File: src/rtl/eager_fanout_fork.sv
`default_nettype none
// ============================================================================
//  Module   : eager_fanout_fork
//  Purpose  : Ready/valid fanout fork. One source stream is broadcast to up
//             to NUM_SINKS branches. A branch takes part only when its config
//             enable is set and bit SEL_BIT of its select field is set.
//             Lockstep mode: the word moves only when every active branch is
//             ready in the same cycle. Eager mode: each branch's acceptance
//             is registered, so branches may take the word on different
//             cycles; the source retires the word once all active branches
//             have it.
//  Ports    : clk, reset (async, active high)
//             in_valid / in_data / in_ready    source side
//             sink_en, sink_sel, eager_mode    static branch configuration
//             flush                            sync clear of acceptance state
//                                              and stall counter
//             out_valid / out_data / out_ready per-branch sink side
//             busy                             word partially delivered
//             stall_cnt                        saturating stall-cycle counter
//  Options  : FANOUT_STALL_CNT_EN - when defined, stall_cnt counts cycles
//             with in_valid & ~in_ready; otherwise it is tied to zero.
//  Revision : 1.0 - initial release
// ============================================================================
module eager_fanout_fork #(
    parameter int NUM_SINKS  = 20,
    parameter int SEL_WIDTH  = 8,
    parameter int SEL_BIT    = 4,
    parameter int DATA_WIDTH = 17
) (
    input  logic                           clk,
    input  logic                           reset,
    input  logic                           in_valid,
    input  logic [DATA_WIDTH-1:0]          in_data,
    output logic                           in_ready,
    input  logic [NUM_SINKS-1:0]           sink_en,
    input  logic [NUM_SINKS*SEL_WIDTH-1:0] sink_sel,
    input  logic                           eager_mode,
    input  logic                           flush,
    output logic [NUM_SINKS-1:0]           out_valid,
    output logic [DATA_WIDTH-1:0]          out_data,
    input  logic [NUM_SINKS-1:0]           out_ready,
    output logic                           busy,
    output logic [15:0]                    stall_cnt
);

    typedef enum logic [0:0] {
        IDLE    = 1'b0,
        PARTIAL = 1'b1
    } state_t;

    state_t                 state_q, state_d;
    logic [NUM_SINKS-1:0]   done_q, done_d;
    logic [NUM_SINKS-1:0]   active;
    logic [NUM_SINKS-1:0]   pass;
    logic [NUM_SINKS-1:0]   taken;
    logic                   retire;

    // Only one bit of each select field is meaningful here.
    logic                   unused_sel;
    assign unused_sel = ^sink_sel;

    for (genvar i = 0; i < NUM_SINKS; i++) begin : g_active
        assign active[i] = sink_en[i] & sink_sel[i*SEL_WIDTH + SEL_BIT];
    end

    assign out_data = in_data;
    assign busy     = (state_q == PARTIAL);

    always_comb begin
        pass      = '0;
        in_ready  = 1'b0;
        out_valid = '0;
        taken     = '0;
        retire    = 1'b0;
        done_d    = done_q;
        state_d   = state_q;

        // A branch does not hold the source back if it is inactive, ready,
        // or (eager only) already holds the current word. Done bits of
        // branches deactivated mid-word are masked out by ~active.
        pass     = ~active | out_ready | (eager_mode ? done_q : '0);
        in_ready = &pass;

        if (eager_mode) begin
            out_valid = {NUM_SINKS{in_valid}} & active & ~done_q;
        end else begin
            out_valid = {NUM_SINKS{in_valid & in_ready}} & active;
        end

        taken  = out_valid & out_ready;
        retire = in_valid & in_ready;

        // Retire wins over accumulation; flush and retire both clear.
        if (!eager_mode || flush || retire) begin
            done_d = '0;
        end else begin
            done_d = done_q | taken;
        end

        if (!eager_mode || flush || retire) begin
            state_d = IDLE;
        end else if (|taken) begin
            state_d = PARTIAL;
        end
    end

    always_ff @(posedge clk or posedge reset) begin
        if (reset) begin
            state_q <= IDLE;
            done_q  <= '0;
        end else begin
            state_q <= state_d;
            done_q  <= done_d;
        end
    end

`ifdef FANOUT_STALL_CNT_EN
    logic [15:0] stall_q, stall_d;

    always_comb begin
        stall_d = stall_q;
        if (flush) begin
            stall_d = 16'h0;
        end else if (in_valid && !in_ready && (stall_q != 16'hFFFF)) begin
            stall_d = stall_q + 16'h1;
        end
    end

    always_ff @(posedge clk or posedge reset) begin
        if (reset) begin
            stall_q <= 16'h0;
        end else begin
            stall_q <= stall_d;
        end
    end

    assign stall_cnt = stall_q;
`else
    assign stall_cnt = 16'h0;
`endif

endmodule
`default_nettype wire

File: config.mk
export PLATFORM = sky130hd
export DESIGN_NAME = eager_fanout_fork
export DESIGN_NICKNAME = d
export VERILOG_FILES = /design/src/rtl/eager_fanout_fork.sv
export SDC_FILE = /design/constraint.sdc
export NUM_CORES = 1
export LEC_CHECK = 0
export ABC_AREA = 0
export CORE_AREA = 2 2 107 109
export CTS_BUF_LIST = sky130_fd_sc_hd__clkbuf_8
export DETAILED_ROUTE_END_ITERATION = 8
export DIE_AREA = 0 0 109 111
export HOLD_SLACK_MARGIN = 0.06
export PLACE_DENSITY = 0.61
export SETUP_SLACK_MARGIN = 0.5
export SLEW_MARGIN = 20
export SYNTH_ARGS = -nofsm -noshare
export SYNTH_HDL_FRONTEND = slang
export SYNTH_SLANG_ARGS = --single-unit
File: constraint.sdc
create_clock -name clk -period 8.3 [get_ports clk]
set_clock_uncertainty 0.05 [all_clocks]
set_input_delay 2.49 -clock clk [delete_from_list [all_inputs] [get_ports clk]]
set_output_delay 2.49 -clock clk [all_outputs]
set_load 0.05 [all_outputs]
---- Yosys cells after proc, flatten, opt, wreduce, memory -nomap -nowiden ----
Cells that the tools add are included.
word-level totals
  output and inout bits ................... 55
  input port bits ......................... 222
  bits in registers ....................... 21
  word-level logic and storage cells ...... 43
cells by class
  bitwise logic cells ..................... 30
  multiplexer cells ....................... 5
  reductions and logical operators ........ 6
operators with widths
  kind               count
  $and 20x20->20     4
  $mux 20            3
  $or 20x20->20      3
  $not 20->20        2
  $and 1x1->1        21
  $reduce_and 20->1  1
  $reduce_or 20->1   1
  $logic_or 1x1->1   2
  $mux 1             2
  $reduce_bool 2->1  1
  $logic_not 1->1    1

---- Depth between registers and ports, before layout ----
Gate-level depths: netlist of run 1.
  depth after elaboration ................. 12
  depth in mapped cells ................... 9
  depth with buffers taken out ............ 6

---- Worst setup path before layout of run 1 ----
OpenSTA, ideal clock, no wires.
  kind .................................... input-to-output
  from .................................... in eager_mode
  to ...................................... out out_valid[17]
  arrival time ............................ 4.651 ns
  slack ................................... 1.109 ns
  stages on the path ...................... 8
  data required time ...................... 5.760 ns
  path buffers ............................ 2
  cell sequence ........................... buf_4 -> nand2_1 -> and3_4 -> a2111oi_2 -> nand4_1 -> or3_1 -> buf_6 -> a21oi_1
on the way
  word-level cells in the longest chain between the ends .. 6
RTL lines
  item                line  RTL
  start: declaration  37    input logic eager_mode,
  $mux 20             81    pass = ~active | out_ready | (eager_mode ? done_q : '0);
  $or 20x20->20       81
  $reduce_and 20->1   82    in_ready = &pass;
  $and 1x1->1         87    out_valid = {NUM_SINKS{in_valid & in_ready}} & active;
  $and 20x20->20      87
  $mux 20 *           84    if (eager_mode) begin
  end: declaration    39    output logic [NUM_SINKS-1:0] out_valid,
Every way passes the cells marked *; elsewhere a longest branch is shown, timed or not.

---- Final worst setup path of run 1 ----
  from .................................... in eager_mode
  to ...................................... out out_valid[3]
Same word-level chain as after synthesis.

==> impl_metrics.json, run 1 <==
{
  "status": "completed",
  "power_leakage_nw": 1.26,
  "clock-sinks": 21,
  "finalCritPeriodShare": 0.906,
  "power.switching_mw": 0.112,
  "ant_nets": 0,
  "max-slew-margin-rel": 0.407,
  "min_from": "done_q[19]$_DFF_PP0_",
  "synth_area_sq_um": 1930,
  "dp_hpwl_microns": 5640,
  "fp.coreArea_sq_um": 11100,
  "grt-ovfl-total": 0,
  "syn_area_per_cell_sq_um": 8.04,
  "r2r_end": "done_q[10]$_DFF_PP0_",
  "worstPathRequired_ns": 5.76,
  "pwr-share-clk": 0.241,
  "final_area_sq_um": 3050,
  "grt_pass1_vias": 2178,
  "wl_per_cell_microns": 15.9,
  "p_int_mw": 0.192,
  "fin_crit_ns": 7.52,
  "hold_path_class": "reg -> reg",
  "finalSetupViolCount": 0,
  "initial_core_util": 0.174,
  "yosys_warnings": 0,
  "worstMarginPinSlew_ns": 0.888,
  "routabilityCongestion": 0.754,
  "syn_inst": 240,
  "crit_chain": "dlygate4sd2_1 -> buf_4 -> nand2_1 -> nor3b_1 -> a2111oi_2 -> nand4b_1 -> or3_4 -> a211oi_4 -> buf_12",
  "cts_buffers": 3,
  "clk_latency_ns": 0.27,
  "r2r_slack_ns": 5.71,
  "timing.fmax_ghz": 0.133,
  "hold_depth": 2,
  "dp.cells": 446,
  "die_width_microns": 109,
  "synth_edf_count": 0,
  "yosys-top-cells-area": "dfrtp_1, buf_4, nand2_1, a211oi_2, nand4_1",
  "yosysMostFrequentCell": "buf_4",
  "syn2layout_area_growth_pct": 57.9,
  "antenna_cells": 0,
  "dieArea_sq_um": 12100,
  "nFillCells": 1179,
  "clockBufferDepth": 2,
  "cp.arrival_ns": 4.98,
  "startpoint": "eager_mode",
  "cp-end-kind": "output port",
  "rows": 39,
  "port_buffers": 86,
  "holdWs_ns": 0.466,
  "post-cts-setup-buffers": 0,
  "antenna_found_initial": 0,
  "critPathSlowestCell": "or3_4",
  "via_per_inst": 4.60,
  "total_power_mw": 0.304,
  "critPathMaxFanout": 12,
  "nets": 530,
  "ir_drop_mv": 0.0533,
  "rsz0062_at_grt": "false",
  "fin_tns_setup_ns": 0,
  "ctsRootBufferMaster": "clkbuf_8",
  "synth-seq-cells": 21,
  "holdPathEnd": "done_q[19]$_DFF_PP0_",
  "dr_total_vias": 2071,
  "synth.lib_cells_used.distinct": 34,
  "worstSetupPathType": "in -> out",
  "synth_top_area_share": 0.272,
  "drt_pass1_iterations": 4,
  "ys_async_sr_fraction": 1.00,
  "cts.clk_slew.worst_paths_ns": 0.10,
  "placed_cell_area_sq_um": 2990,
  "grt_pass1_wl_microns": 11100,
  "first_iter_violations": 60,
  "instances_no_fill": 450,
  "tritoncts": "done",
  "die_h_microns": 111,
  "drv_slew": 0,
  "p_comb_frac": 0.417,
  "start_kind": "input port",
  "powerDensity_nw_per_um2": 99.7,
  "r2r_start": "done_q[13]$_DFF_PP0_",
  "timing.final.ws_setup_ns": 0.784,
  "drc": 0,
  "synthFlopType": "dfrtp_1",
  "wirelength_microns": 7130,
  "post-route-util": 0.275,
  "num_io_pins": 277,
  "seq_power_share": 0.342,
  "grt_usage": 0.118,
  "ys_seq_area_frac": 0.272,
  "drv_cap": 0,
  "dp_slack_ns": 0.261,
  "cpPeakStageDelay_ns": 0.49,
  "drive_gt1_frac": 0.150,
  "htree_num_levels": 1,
  "yosysTopAreaCell": "dfrtp_1",
  "finalHoldViolations": 0,
  "reg2reg_depth": 7,
  "grt_max_degree": 22,
  "swShare": 0.369,
  "postCtsHoldBufs": 0,
  "synth_common_cells": "buf_4, nand2_1, dfrtp_1, nor2_1, nand4_1"
}
-- power by group through the flow --
stage | Clock (mW) | Sequential (mW) | Combinational (mW)
2_1_floorplan | 0 | 0.106 | 0.0889
3_3_place_gp | 0 | 0.106 | 0.125
3_5_place_dp | 0 | 0.106 | 0.126
4_1_cts | 0.0780 | 0.104 | 0.127
5_1_grt | 0.0798 | 0.104 | 0.135
6_report | 0.0733 | 0.104 | 0.127
-- cell families after synthesis --
family / Yosys count / synth area share
compound gates: 58 / 0.264
buf+inv: 57 / 0.185
flops: 21 / 0.272
other cells: 1 / 0.00194
simple gates: 103 / 0.276
-- routing by layer --
layer	track usage	vias to the layer above	share of wire	wire length, microns
met5	0	-	0	0
met4	0.0205	0	0.0060	43
met3	0.0335	6	0.093	660
met2	0.195	87	0.48	3450
met1	0.153	1004	0.42	2980
li1	-	974	-	-
-- cells in the final DEF (no fill, tap or decap), types with 11 or more instances in the layout --
cell              n
clkdlybuf4s50_1  64
nor2_1           21
conb_1           16
dfrtp_1          21
nand4_1          16
buf_12           21
nand2b_1         11
nand2_1          29
-- timing repair --
item,in CTS,in global routing
gates resized for setup,3,0
endpoints found under the setup margin,10,0
hold endpoints to repair,0,0
-- critical path: cells and delay by family --
kind	cells	cell delay (ns)
buffers and inverters	3	0.82
AND/OR/NAND/NOR	4	0.95
AO/OA/AOI/OAI	2	0.71
-- layout make-up --
| type | instances | area, sq um | area share |
|---|---|---|---|
| Tap cell | 143 | 179 | 0.0587 |
| Clock buffer | 3 | 41.3 | 0.0135 |
| Sequential cell | 21 | 526 | 0.172 |
| Multi-Input combinational cell | 177 | 1120 | 0.369 |
| Inverter | 11 | 41.3 | 0.0135 |
| Timing Repair Buffer | 94 | 1130 | 0.371 |
| Clock inverter | 1 | 7.51 | 0.00246 |
-- flip-flops by register name, summed over array words and instances (netlist names) --
| signal | cells |
|---|---|
| busy | 1 |
| done_q | 20 |
-- worst max path at each step --
stage	slack (ns)	endpoint	depth (start not counted)
floorplan	1.11	out_valid[17]	8
global route	0.63	out_valid[8]	9
CTS	0.77	out_valid[9]	9
finish	0.78	out_valid[3]	9
global placement	0.28	out_valid[3]	9
detailed placement	0.26	out_valid[3]	9
Note: power is estimated with default switching activity, not from simulation.
==> run 2, diff against run 1 <==
--- a/config.mk
+++ b/config.mk
@@ -13,7 +13,7 @@
 export HOLD_SLACK_MARGIN = 0.06
 export PLACE_DENSITY = 0.61
 export SETUP_SLACK_MARGIN = 0.5
-export SLEW_MARGIN = 20
+export SLEW_MARGIN = 0
 export SYNTH_ARGS = -nofsm -noshare
 export SYNTH_HDL_FRONTEND = slang
 export SYNTH_SLANG_ARGS = --single-unit
==> results of run 2 <==
Final layout, timing and power as in run 1 (identical DEF).
